$ cat src/rtl/piso_tx_ctrl.sv
// piso_tx_ctrl: sequences one parallel word at a time into a PISO shift
// register: accept, load strobe, WIDTH data-bit cycles, optional parity
// cycle, then GAP idle cycles before the next word is accepted.
// Build option: define PISO_TX_PARITY_EN to append one even-parity cycle
// after the data bits of every frame.
//
// state     | meaning
// ST_IDLE   | waiting for a word, in_ready high
// ST_LOAD   | one-cycle load strobe, pin carries the captured word
// ST_SHIFT  | WIDTH data-bit cycles, frame high
// ST_PARITY | parity-bit cycle (parity builds only)
// ST_GAP    | GAP quiet cycles before returning to ST_IDLE
module piso_tx_ctrl #(
  parameter int WIDTH = 4,
  parameter int GAP   = 1
) (
  input  logic             clk,
  input  logic             rst,
  input  logic             in_valid,
  input  logic [WIDTH-1:0] in_data,
  output logic             in_ready,
  output logic             load,
  output logic [WIDTH-1:0] pin,
  output logic             frame,
  output logic             last,
  output logic             par_valid,
  output logic             par_bit,
  output logic             done,
  output logic [7:0]       frame_cnt
);

  localparam int CW = (WIDTH > 1) ? $clog2(WIDTH) : 1;
  localparam int GW = 4;
  localparam logic [CW-1:0] BIT_LAST = CW'(WIDTH - 1);
  localparam logic [GW-1:0] GAP_LOAD = (GAP > 0) ? GW'(GAP - 1) : '0;

  typedef enum logic [2:0] {
    ST_IDLE,
    ST_LOAD,
    ST_SHIFT,
`ifdef PISO_TX_PARITY_EN
    ST_PARITY,
`endif
    ST_GAP
  } state_t;

  state_t          state, state_nxt;
  logic [CW-1:0]   bit_cnt, bit_cnt_nxt;
  logic [GW-1:0]   gap_cnt, gap_cnt_nxt;
  logic            capture;
  logic            load_nxt;
  logic            frame_nxt;
  logic            last_nxt;
  logic            done_nxt;
  logic            par_nxt;

  // Next-state logic plus the D-side of every registered output.
  always_comb begin
    state_nxt   = state;
    bit_cnt_nxt = bit_cnt;
    gap_cnt_nxt = gap_cnt;
    capture     = 1'b0;
    case (state)
      ST_IDLE: begin
        if (in_valid) begin
          state_nxt = ST_LOAD;
          capture   = 1'b1;
        end
      end
      ST_LOAD: begin
        state_nxt   = ST_SHIFT;
        bit_cnt_nxt = '0;
      end
      ST_SHIFT: begin
        if (bit_cnt == BIT_LAST) begin
`ifdef PISO_TX_PARITY_EN
          state_nxt = ST_PARITY;
`else
          if (GAP > 0) begin
            state_nxt   = ST_GAP;
            gap_cnt_nxt = GAP_LOAD;
          end else begin
            state_nxt = ST_IDLE;
          end
`endif
        end else begin
          bit_cnt_nxt = bit_cnt + 1'b1;
        end
      end
`ifdef PISO_TX_PARITY_EN
      ST_PARITY: begin
        if (GAP > 0) begin
          state_nxt   = ST_GAP;
          gap_cnt_nxt = GAP_LOAD;
        end else begin
          state_nxt = ST_IDLE;
        end
      end
`endif
      ST_GAP: begin
        if (gap_cnt == '0) begin
          state_nxt = ST_IDLE;
        end else begin
          gap_cnt_nxt = gap_cnt - 1'b1;
        end
      end
      default: state_nxt = ST_IDLE;
    endcase

    // Outputs are decoded from the next state so that, once registered,
    // they line up with the state they describe.
    load_nxt  = (state_nxt == ST_LOAD);
    frame_nxt = (state_nxt == ST_SHIFT);
    last_nxt  = frame_nxt && (bit_cnt_nxt == BIT_LAST);
`ifdef PISO_TX_PARITY_EN
    par_nxt   = (state_nxt == ST_PARITY);
    done_nxt  = par_nxt;
`else
    par_nxt   = 1'b0;
    done_nxt  = last_nxt;
`endif
  end

  // State, counters, captured word and all registered strobes.
  always_ff @(posedge clk) begin
    if (rst) begin
      state     <= ST_IDLE;
      bit_cnt   <= '0;
      gap_cnt   <= '0;
      in_ready  <= 1'b1;
      load      <= 1'b0;
      pin       <= '0;
      frame     <= 1'b0;
      last      <= 1'b0;
      done      <= 1'b0;
      frame_cnt <= 8'd0;
    end else begin
      state     <= state_nxt;
      bit_cnt   <= bit_cnt_nxt;
      gap_cnt   <= gap_cnt_nxt;
      in_ready  <= (state_nxt == ST_IDLE);
      load      <= load_nxt;
      frame     <= frame_nxt;
      last      <= last_nxt;
      done      <= done_nxt;
      if (capture) begin
        pin <= in_data;
      end
      if (done_nxt) begin
        frame_cnt <= frame_cnt + 8'd1;
      end
    end
  end

`ifdef PISO_TX_PARITY_EN
  // Parity marker and even-parity bit of the word held on pin.
  always_ff @(posedge clk) begin
    if (rst) begin
      par_valid <= 1'b0;
      par_bit   <= 1'b0;
    end else begin
      par_valid <= par_nxt;
      par_bit   <= par_nxt & (^pin);
    end
  end
`else
  assign par_valid = 1'b0;
  assign par_bit   = 1'b0;
`endif

endmodule

$ cat config.mk
export PLATFORM = sky130hd
export DESIGN_NAME = piso_tx_ctrl
export DESIGN_NICKNAME = d
export VERILOG_FILES = /design/src/rtl/piso_tx_ctrl.sv
export SDC_FILE = /design/constraint.sdc
export NUM_CORES = 1
export LEC_CHECK = 0
export CAP_MARGIN = 40
export CELL_PAD_IN_SITES_DETAIL_PLACEMENT = 1
export CELL_PAD_IN_SITES_GLOBAL_PLACEMENT = 1
export CORE_AREA = 4 4 51 87
export CTS_CLUSTER_SIZE = 30
export DETAILED_ROUTE_END_ITERATION = 10
export DIE_AREA = 0 0 55 91
export PLACE_DENSITY_LB_ADDON = 0.3
export SETUP_SLACK_MARGIN = 0.05
export SYNTH_ARGS = -nofsm -noshare
export SYNTH_HDL_FRONTEND = slang
export SYNTH_SLANG_ARGS = --single-unit
$ cat constraint.sdc
create_clock -name clk -period 1.7 [get_ports clk]
set_input_delay 0.51 -clock clk [delete_from_list [all_inputs] [get_ports clk]]
set_output_delay 0.51 -clock clk [all_outputs]
set_load 0.02 [all_outputs]
Yosys cells after proc, flatten, opt, wreduce, memory -nomap -nowiden
Cells that the tools add are included.

operators by class
  $add $sub $neg = 3
  multiplexer cells = 11
  reductions and logical operators = 6
  equality and inequality tests = 9

operators with widths
  operator                                              number
  case mux 3 bit (4 select lines)                       1
  equality test 3 x 2 -> 1 bit (second input constant)  3
  2-to-1 mux 3 bit                                      3
  adder 8 x 1 -> 8 bit (second input constant)          1
  2-to-1 mux 4 bit                                      2
  case mux 4 bit (2 select lines)                       1
  equality test 3 x 1 -> 1 bit (second input constant)  2
  logical NOT 3 bit                                     2
  equality test 2 bit (second input constant)           2
  logical NOT 4 bit                                     1
  inequality test 2 bit (second input constant)         2
  case mux 2 bit (2 select lines)                       1
  subtractor 4 x 1 -> 4 bit (second input constant)     1
  AND reduction 3 bit                                   1
  adder 2 x 1 -> 2 bit (second input constant)          1
  2-to-1 mux 1 bit                                      2
  2-to-1 mux 2 bit                                      1
  nonzero test 2 bit                                    1
  logical AND 1 bit                                     1

word-level totals
  input bits = 7
  output and inout bits = 19
  register bits after elaboration = 25

Logic depth before layout (Yosys ltp)
  depth after elaboration = 5
  gate-level depth with buffers = 5
  mapped depth without buffers = 5

Least setup slack after synthesis
No wires, ideal clock.

  path kind = input port to flip-flop
  from = input in_valid
  to = register frame_cnt[3]
  cell stages on the path = 3
  library setup time = 0.121 ns
  required time = 1.579 ns
  path slack = 0.035 ns
  data arrival time = 1.545 ns
  cells stage by stage = nor4b_2 nor4_1 mux2_2

on the way
  longest elaborated chain between the ends = 4

ends and longest elaborated chain
  element                          line  source
  start, declared                  19    input logic in_valid,
  2-to-1 mux 3 bit                 65    if (in_valid) begin
  case mux 3 bit (4 select lines)  63    case (state)
  equality test 3 x 2 -> 1 bit     113   frame_nxt = (state_nxt == ST_SHIFT);
  logical AND 1 bit                114   last_nxt = frame_nxt && (bit_cnt_nxt == BIT_LAST);
  end signal, assigned             150   frame_cnt <= frame_cnt + 8'd1;
  end, declared                    29    output logic [7:0] frame_cnt

No other way between the ends.
A chain may end at the register's enable or synchronous reset.

Worst setup path in the final report
  from = register gap_cnt[2]
  to = register gap_cnt[3]

on the way
  longest elaborated chain between the ends = 3
  elaborated cells between the ends (all ways) = 6
  those cells by class = add/sub: 1; eq/ne: 1; mux: 2; reduce/logical: 2

ends and longest elaborated chain
  element                                                                        line      source
  start, declared                                                                49        logic [GW-1:0] gap_cnt, gap_cnt_nxt;
  start signal, assigned                                                         140       gap_cnt <= gap_cnt_nxt;
  subtractor 4 x 1 -> 4 bit / logical NOT 4 bit (equally long branches)          104, 101
  2-to-1 mux 4 bit / inequality test 2 bit (equally long branches)               n/a
  case mux 4 bit (2 select lines) / AND reduction 3 bit (equally long branches)  n/a

Several ways; a longest one is shown, not always the timed one. The select of a mux whose other input is x is not followed.

==> summary.txt <==
Status
  • Status: finished, final reports clean

STA
  • Hold Fails Final Rpt: 0
  • Max Fclk: 0.624 GHz
  • RSZ-0062 raised after global routing: true
  • Fin. max-slew vios: 0
  • Min cycle time layout: 1.60 ns
  • Setup TNS: 0 ns
  • Skew final: 0.00164 ns
  • Final setup fails: 0
  • Hold slack final: 0.509 ns
  • Final period util: 94.3%

Yosys
  • Yosys top cell by area: dfxtp_1
  • Share of the synthesized area in the top cell type: 42.0%
  • Synthesized instance count: 132
  • Distinct cells, synth: 37
  • Synth Register Bits: 25
  • Synth warn: 0
  • Main area contributors after synthesis: dfxtp_1 (42%), mux2_2 (3.8%), nor2_1 (3.8%), mux2i_1 (3.4%), nand2b_1 (3.2%)
  • Post-synthesis async set-or-reset flop share: 0%
  • Syn avg cell area: 9.02 um^2
  • Post-synth EDFFs: 0
  • Register area share after synthesis: 42.0%
  • Most used flip-flop cell after synthesis: dfxtp_1
  • Mapped Area: 1190 um^2

Pwr
  • Sw Ratio: 23.8%
  • Power, Total: 1.08 mW
  • Combinational cell fraction of total power: 10.6%
  • Pint: 0.822 mW
  • Clk pwr share: 33.3%
  • Seq pwr share: 56.1%
  • Leak pwr: 0.668 nW
  • PwrDens: 651 nW/um^2
  • Switching pwr: 0.257 mW
  • Worst IR Drop VDD: 0.000507 V

Worst hold path
  • Hold Crit Class: reg2reg

Worst setup path
  • Worst-path maximum fanout: 4
  • Critical Path End Type: flop
  • Critical path type: reg2reg
  • Critical path launch point type: flop
  • Worst endpoint data arrival time: 1.80 ns
  • WP data required: 1.90 ns

Clock network
  • CTS Hold Buffers Added: 0
  • H-tree lvl count: 1
  • Root Buffer: clkbuf_8
  • Clk_lat worst skew: 0.27 ns
  • TritonCTS Buffers: 3
  • Number of buffers on the longest clock path: 2
  • CTS tree: yes
  • Sink Count: 25
  • Clock slew at reported path FFs: 0.09 ns

Global routing
  • Global-route wire length before repair: 5810 um
  • Largest net degree at the start of global routing: 14
  • Initial antenna violation count: 0
  • Vias in the first global route: 1215
  • Overflow after GRT: 0
  • GRT Overall Usage: 15.5%

Final layout
  • Filler cells: 435
  • Ant diodes: 0
  • Layout cell share with drive strength beyond 1: 24.0%
  • Synth-to-layout area growth: 39.2%
  • Nets: 181

Route
  • Total wire length: 3410 um
  • Vias per cell: 5.18
  • DR iter-0 viols: 15
  • # DRC: 0
  • Final ANT Viol Nets: 0
  • WL per Instance: 15.7 um
  • Vias: 1123
  • DR pass1 iterations: 4

Run
  • Max Cap Viol: 0

Die
  • Rows: 29
  • Die Footprint: 5010 um^2
  • Die X: 55 um
  • Die height: 91 um
  • # IOs: 26
  • Initial Util: 32.5%
  • Core region area: 3660 um^2

Placement
  • RePlAce Congestion: 0.744
  • IO buf count: 23
  • Detailed-placement wirelength estimate: 2600 um
==> worst paths after layout <==
kind / end / from / depth (start not counted) / slack [ns]
worst max register to register: gap_cnt[3] / gap_cnt[2] / 3 / 0.1
worst max-delay path: gap_cnt[3] / gap_cnt[2] / 3 / 0.1
worst min-delay path: pin[2] / pin[2] / 2 / 0.51
worst min register to register: pin[2] / pin[2] / 2 / 0.51
==> state kept, by name, indices dropped and copies added (netlist names) <==
register	flops
done	1
gap_cnt	4
state	3
bit_cnt	2
frame_cnt	8
pin	4
frame	1
in_ready	1
load	1
==> per-stage QoR <==
step	util [%]	worst slack [ns]	std cells	instance area, um^2
floorplan	-	0.0913	134	1210
finish	45.2	0.0974	217	1660
detailed placement	42.7	-0.256	209	1560
global route	45.2	0.0263	217	1660
CTS	43.9	0.0654	214	1610
global placement	42.7	-0.189	209	1560
==> critical path: stages (launching register included) <==
cell     delay, ns
dfxtp_2       0.35
or4b_4        0.54
or4b_1        0.47
a31oi_1       0.16
==> per-layer routing <==
| metal | vias to the layer above | wire length (um) | global-route usage, % |
|---|---|---|---|
| met4 | 0 | 98 | 6.09 |
| met3 | 9 | 66 | 2.13 |
| met5 | - | 0 | 0 |
| met1 | 551 | 1220 | 16.2 |
| li1 | 544 | - | - |
| met2 | 19 | 2020 | 28.7 |
==> layout make-up <==
cell class / instances / area [um^2] / share of cell area (%)
Inverter: 4 / 15.0 / 0.906
Clock buffer: 4 / 45.0 / 2.72
Multi-Input combinational cell: 95 / 673 / 40.6
Sequential cell: 25 / 505 / 30.5
Timing Repair Buffer: 43 / 362 / 21.8
Tap cell: 46 / 57.6 / 3.47
==> cells in the mapped netlist, drive strengths merged (2+ instances only) <==
master,count
nand2b,6
nor2b,4
o31ai,2
a21oi,7
buf,6
nor3,4
nor4,4
or4b,2
o22ai,2
dfxtp,25
o21ai,5
inv,4
nand4bb,2
or4,3
nand4b,3
mux2i,4
or2,4
nand3,2
mux2,4
or3b,2
nor3b,3
nand3b,3
nor2,12
nand2,4
clkbuf,4
ha,2
==> power by group through the flow <==
stage	sequential, mW	combinational (mW)	clock [mW]
final	0.606	0.115	0.359
after global routing	0.608	0.125	0.401
after CTS	0.605	0.113	0.369
after detailed placement	0.619	0.115	0
after global placement	0.618	0.111	0
after floorplan	0.627	0.0544	0
==> cell families after synthesis <==
group / Yosys count / share of synthesized area (%)
compound gates: 20 / 10.1
mux: 8 / 7.14
fa+ha+maj: 2 / 2.10
flops: 25 / 42.0
simple gates: 62 / 32.8
other cells: 1 / 0.315
buf+inv: 14 / 5.57
==> layout by cell type (no fill, tap or decap), drive strengths merged, types with 2 or more instances in the layout <==
master,instances
nand3,2
clkbuf,4
or4b,2
nand4bb,2
o21ai,5
clkdlybuf4s50,5
nor2b,4
nor2,12
or3b,2
a21oi,7
o31ai,2
buf,20
dlygate4sd2,18
nand4b,3
o22ai,2
nand2b,6
nor3b,3
mux2i,4
inv,4
or4,3
dfxtp,25
conb,3
nor4,4
mux2,4
nor3,4
nand3b,3
nand2,4
or2,4
ha,2
==> timing repair <==
item,CTS,global route
pin swaps,2,0
endpoints found under the setup margin,22,6
gates cloned,0,0
gates resized for setup,23,6
setup buffers,1,3
No activity file was read; power rests on OpenSTA's default activity.
==> RTL edit 1 (same settings) <==
The option `PISO_TX_PARITY_EN` is turned on by a define.
--- a/src/rtl/piso_tx_ctrl.sv
+++ b/src/rtl/piso_tx_ctrl.sv
@@ -10,6 +10,8 @@
 // ST_SHIFT  | WIDTH data-bit cycles, frame high
 // ST_PARITY | parity-bit cycle (parity builds only)
 // ST_GAP    | GAP quiet cycles before returning to ST_IDLE
+`define PISO_TX_PARITY_EN
+
 module piso_tx_ctrl #(
   parameter int WIDTH = 4,
   parameter int GAP   = 1
Behaviour: not the same (a bounded check fails within 10 cycles, from zero or initial values and one cycle with rst high).
==> RTL edit 1 against the original RTL <==
Die area is the same; count of clock-buffer cells in the layout shrank 1; clock power grew 4%; total power grew 13%; setup slack gained 48 ps; area after synthesis grew 3.3%; design area shrank 1.7%; combinational power grew 52%; routed wire length shrank 4.8%; sequential cell count grew 2; clock skew grew 2.5 ps.
==> RTL edit 1: results (changes against the original RTL) <==
highest net fanout along the worst path 5 (was 4); Final Total Pwr 1.22 mW (was 1.08 mW); Critical-path top delay cell sky130_fd_sc_hd__dfxtp_1 (was sky130_fd_sc_hd__or4b_4); Final non-clock buffer share 0.204 (was 0.218); beginning of the worst hold path gap_cnt[3]$_SDFFE_PP0P_ (was pin[2]$_SDFFE_PP0P_); area used by sequential logic in the layout 541 um^2 (was 505 um^2); post-detailed-placement cell area 1590 um^2 (was 1560 um^2); share of synthesized area spent on multiplexers 0.0417 (was 0.0714); compound-gate portion of the synthesized area 0.153 (was 0.101); Setup Slack @ Placement -151 ps (was -256 ps); wire length of the first global-routing pass 5530 um (was 5810 um); max incr delay on CP 410 ps (was 540 ps); layout multi-input combinational cell count 92 (was 95); Cells after DPL 212 (was 209); IO Port Bufs 25 (was 23); status completed (unchanged); post-synthesis xor/xnor area fraction 0.0285 (was 0); filler instances 458 (was 435); Global Route met3 Usage 0.0246 (was 0.0213); sum of net half-perimeters after detailed placement 2610 um (was 2600 um); post-synthesis share of cell area spent on full adders, half adders and majority gates 0.0305 (was 0.0210); Static Leak 0.666 nW (was 0.668 nW); buffers outside the clock class 39 (was 43); largest net degree at the start of global routing 17 (was 14); hold worst-path end gap_cnt[3]$_SDFFE_PP0P_ (was pin[2]$_SDFFE_PP0P_); number of standard cells after synthesis 136 (was 132); Final Skew 4.17 ps (was 1.64 ps)
RTL edit 1: how the worst max path moves through the flow:
stage	from	end	slack (ps)	cells past startpoint
after floorplan	state[2]$_SDFF_PP0_	frame_cnt[7]$_SDFFE_PP0N_	110	5
after global placement	in_valid	pin[0]$_SDFFE_PP0P_	-100	5
after detailed placement	in_valid	pin[2]$_SDFFE_PP0P_	-150	5
after CTS	state[2]$_SDFF_PP0_	frame_cnt[7]$_SDFFE_PP0N_	50	3
after global routing	state[2]$_SDFF_PP0_	frame_cnt[7]$_SDFFE_PP0N_	50	3
final	frame_cnt[4]$_SDFFE_PP0N_	frame_cnt[4]	150	1
RTL edit 1: routing by layer:
metal  share of wire  vias to the layer above
li1                -                      550
met1            0.36                      551
met2            0.61                       15
met3           0.025                        4
met4          0.0089                        0
met5               0                        -
RTL edit 1: what timing repair did:
item                       CTS  global route
buffers inserted             0             0
hold buffers                 0             0
setup endpoints to repair   20            13
resized for setup           20             2
cloned                       0             0
==> RTL edit 2 (same flow settings) <==
Without the edit above. Register the output `frame_cnt` once more, with the module's reset; this adds one clock of latency there. The other outputs are not delayed to match.
--- a/src/rtl/piso_tx_ctrl.sv
+++ b/src/rtl/piso_tx_ctrl.sv
@@ -43,6 +43,8 @@
 `endif
     ST_GAP
   } state_t;
+
+  logic [7:0] frame_cnt_s0;
 
   state_t          state, state_nxt;
   logic [CW-1:0]   bit_cnt, bit_cnt_nxt;
@@ -133,7 +135,7 @@
       frame     <= 1'b0;
       last      <= 1'b0;
       done      <= 1'b0;
-      frame_cnt <= 8'd0;
+      frame_cnt_s0 <= 8'd0;
     end else begin
       state     <= state_nxt;
       bit_cnt   <= bit_cnt_nxt;
@@ -147,7 +149,7 @@
         pin <= in_data;
       end
       if (done_nxt) begin
-        frame_cnt <= frame_cnt + 8'd1;
+        frame_cnt_s0 <= frame_cnt_s0 + 8'd1;
       end
     end
   end
@@ -168,5 +170,13 @@
   assign par_bit   = 1'b0;
 `endif
 
+  always_ff @(posedge clk) begin
+    if (rst) begin
+      frame_cnt <= '0;
+    end else begin
+      frame_cnt <= frame_cnt_s0;
+    end
+  end
+
 endmodule
 
Check against the original RTL: not equivalent (Yosys sat finds a counterexample within 10 cycles, from zero or initial values and one cycle with rst high).
==> RTL edit 2 against the original RTL <==
Setup slack better by 5.5 ps; sequential cell count is 8 higher; die area stayed put; total power is 36% higher; non-clock buffer count is 10 lower; global-route usage is 0.90 points lower; routed wire length is 2.3% lower; clock skew is 3.9 ps higher; count of clock-buffer cells in the layout is 1 higher; area after synthesis is 13% higher; design area is 5.2% higher; critical path depth is 2 higher; critical endpoint is now pin[3]$_SDFFE_PP0P_; largest power group unchanged.
==> RTL edit 2: results (changes against the original RTL) <==
CP Capture Point pin[3]$_SDFFE_PP0P_ (was gap_cnt[3]$_SDFFE_PP0P_); part of the power in the clock network 0.392 (was 0.333); Switching Share 0.243 (was 0.238); highest net fanout along the worst path 6 (was 4); leading cell types by count after synthesis sky130_fd_sc_hd__dfxtp_1, sky130_fd_sc_hd__a21oi_1, sky130_fd_sc_hd__nand2_1, sky130_fd_sc_hd__nor2_1, sky130_fd_sc_hd__nor2b_1 (was sky130_fd_sc_hd__dfxtp_1, sky130_fd_sc_hd__nor2_1, sky130_fd_sc_hd__a21oi_1, sky130_fd_sc_hd__nand2b_1, sky130_fd_sc_hd__o21ai_0); invs w/o clock 6 (was 4); Final Skew 5.50 ps (was 1.64 ps); Critical-path top delay cell sky130_fd_sc_hd__clkdlybuf4s50_1 (was sky130_fd_sc_hd__or4b_4); power dissipated by switching net loads 0.358 mW (was 0.257 mW); largest registers in the final layout frame_cnt x8, frame_cnt_s0 x8 (was frame_cnt x8, gap_cnt x4, pin x4); launch instance of the worst register-to-register path gap_cnt[0]$_SDFFE_PP0P_ (was gap_cnt[2]$_SDFFE_PP0P_); clock-cell share of area 0.0495 (was 0.0272); count of state elements after synthesis 33 (was 25); Inserted Clock Buffers 5 (was 3); Static Leak 0.701 nW (was 0.668 nW); total area of multi-input combinational cells 621 um^2 (was 673 um^2); pwr/cell area 844 nW/um^2 (was 651 nW/um^2); setup slack of the most critical reg-to-reg path 130 ps (was 100 ps); tightest hold margin 460 ps (was 509 ps); proportion of layout cells with a drive suffix above 1 0.158 (was 0.240); Final non-clock buffer share 0.170 (was 0.218); number of standard cells after synthesis 146 (was 132); leading post-synthesis cells by cell area sky130_fd_sc_hd__dfxtp_1, sky130_fd_sc_hd__a21oi_1, sky130_fd_sc_hd__mux2_2 (was sky130_fd_sc_hd__dfxtp_1, sky130_fd_sc_hd__mux2_2, sky130_fd_sc_hd__nor2_1); wire length of the first global-routing pass 5220 um (was 5810 um); post-synth design cell area 1340 um^2 (was 1190 um^2); buffers outside the clock class 33 (was 43); overall fraction of global-route tracks in use 0.146 (was 0.155); latest clock arrival within the worst-skew pair 290 ps (was 270 ps); sum of net half-perimeters after detailed placement 2490 um (was 2600 um); crit-path leading delay family buffers and inverters (was simple AND/OR/NAND/NOR gates); area used by sequential logic in the layout 661 um^2 (was 505 um^2); Routability Congestion 0.713 (was 0.744); sequential area share after synthesis 0.492 (was 0.420); Cells after DPL 215 (was 209); status completed (unchanged); number of H-tree branching levels 2 (was 1)
RTL edit 2: cell types whose count changed after synthesis, sizes merged, moves of 3 or more:
cell / unedited run / this run
a21oi: 7 / 15
buf: 6 / 9
dfxtp: 25 / 33
mux2i: 4 / 0
nand2: 4 / 11
nand2b: 6 / 3
nor2: 12 / 8
nor2b: 4 / 7
or2: 4 / 1
RTL edit 2: cells by family after synthesis:
logic type / share of synthesized area
compound gates: 0.133
buf+inv: 0.0624
xor+xnor: 0.00652
flops: 0.492
mux: 0.0335
other cells: 0.00279
simple gates: 0.251
fa+ha+maj: 0.0186
RTL edit 2: routing by layer:
layer | share of wire | vias to the layer above | wire, um | track usage
met4 | 0.024 | 0 | 79 | 0.0730
li1 | - | 568 | - | -
met2 | 0.60 | 21 | 2010 | 0.275
met5 | 0 | - | 0 | 0
met3 | 0.037 | 8 | 123 | 0.0443
met1 | 0.34 | 558 | 1120 | 0.125
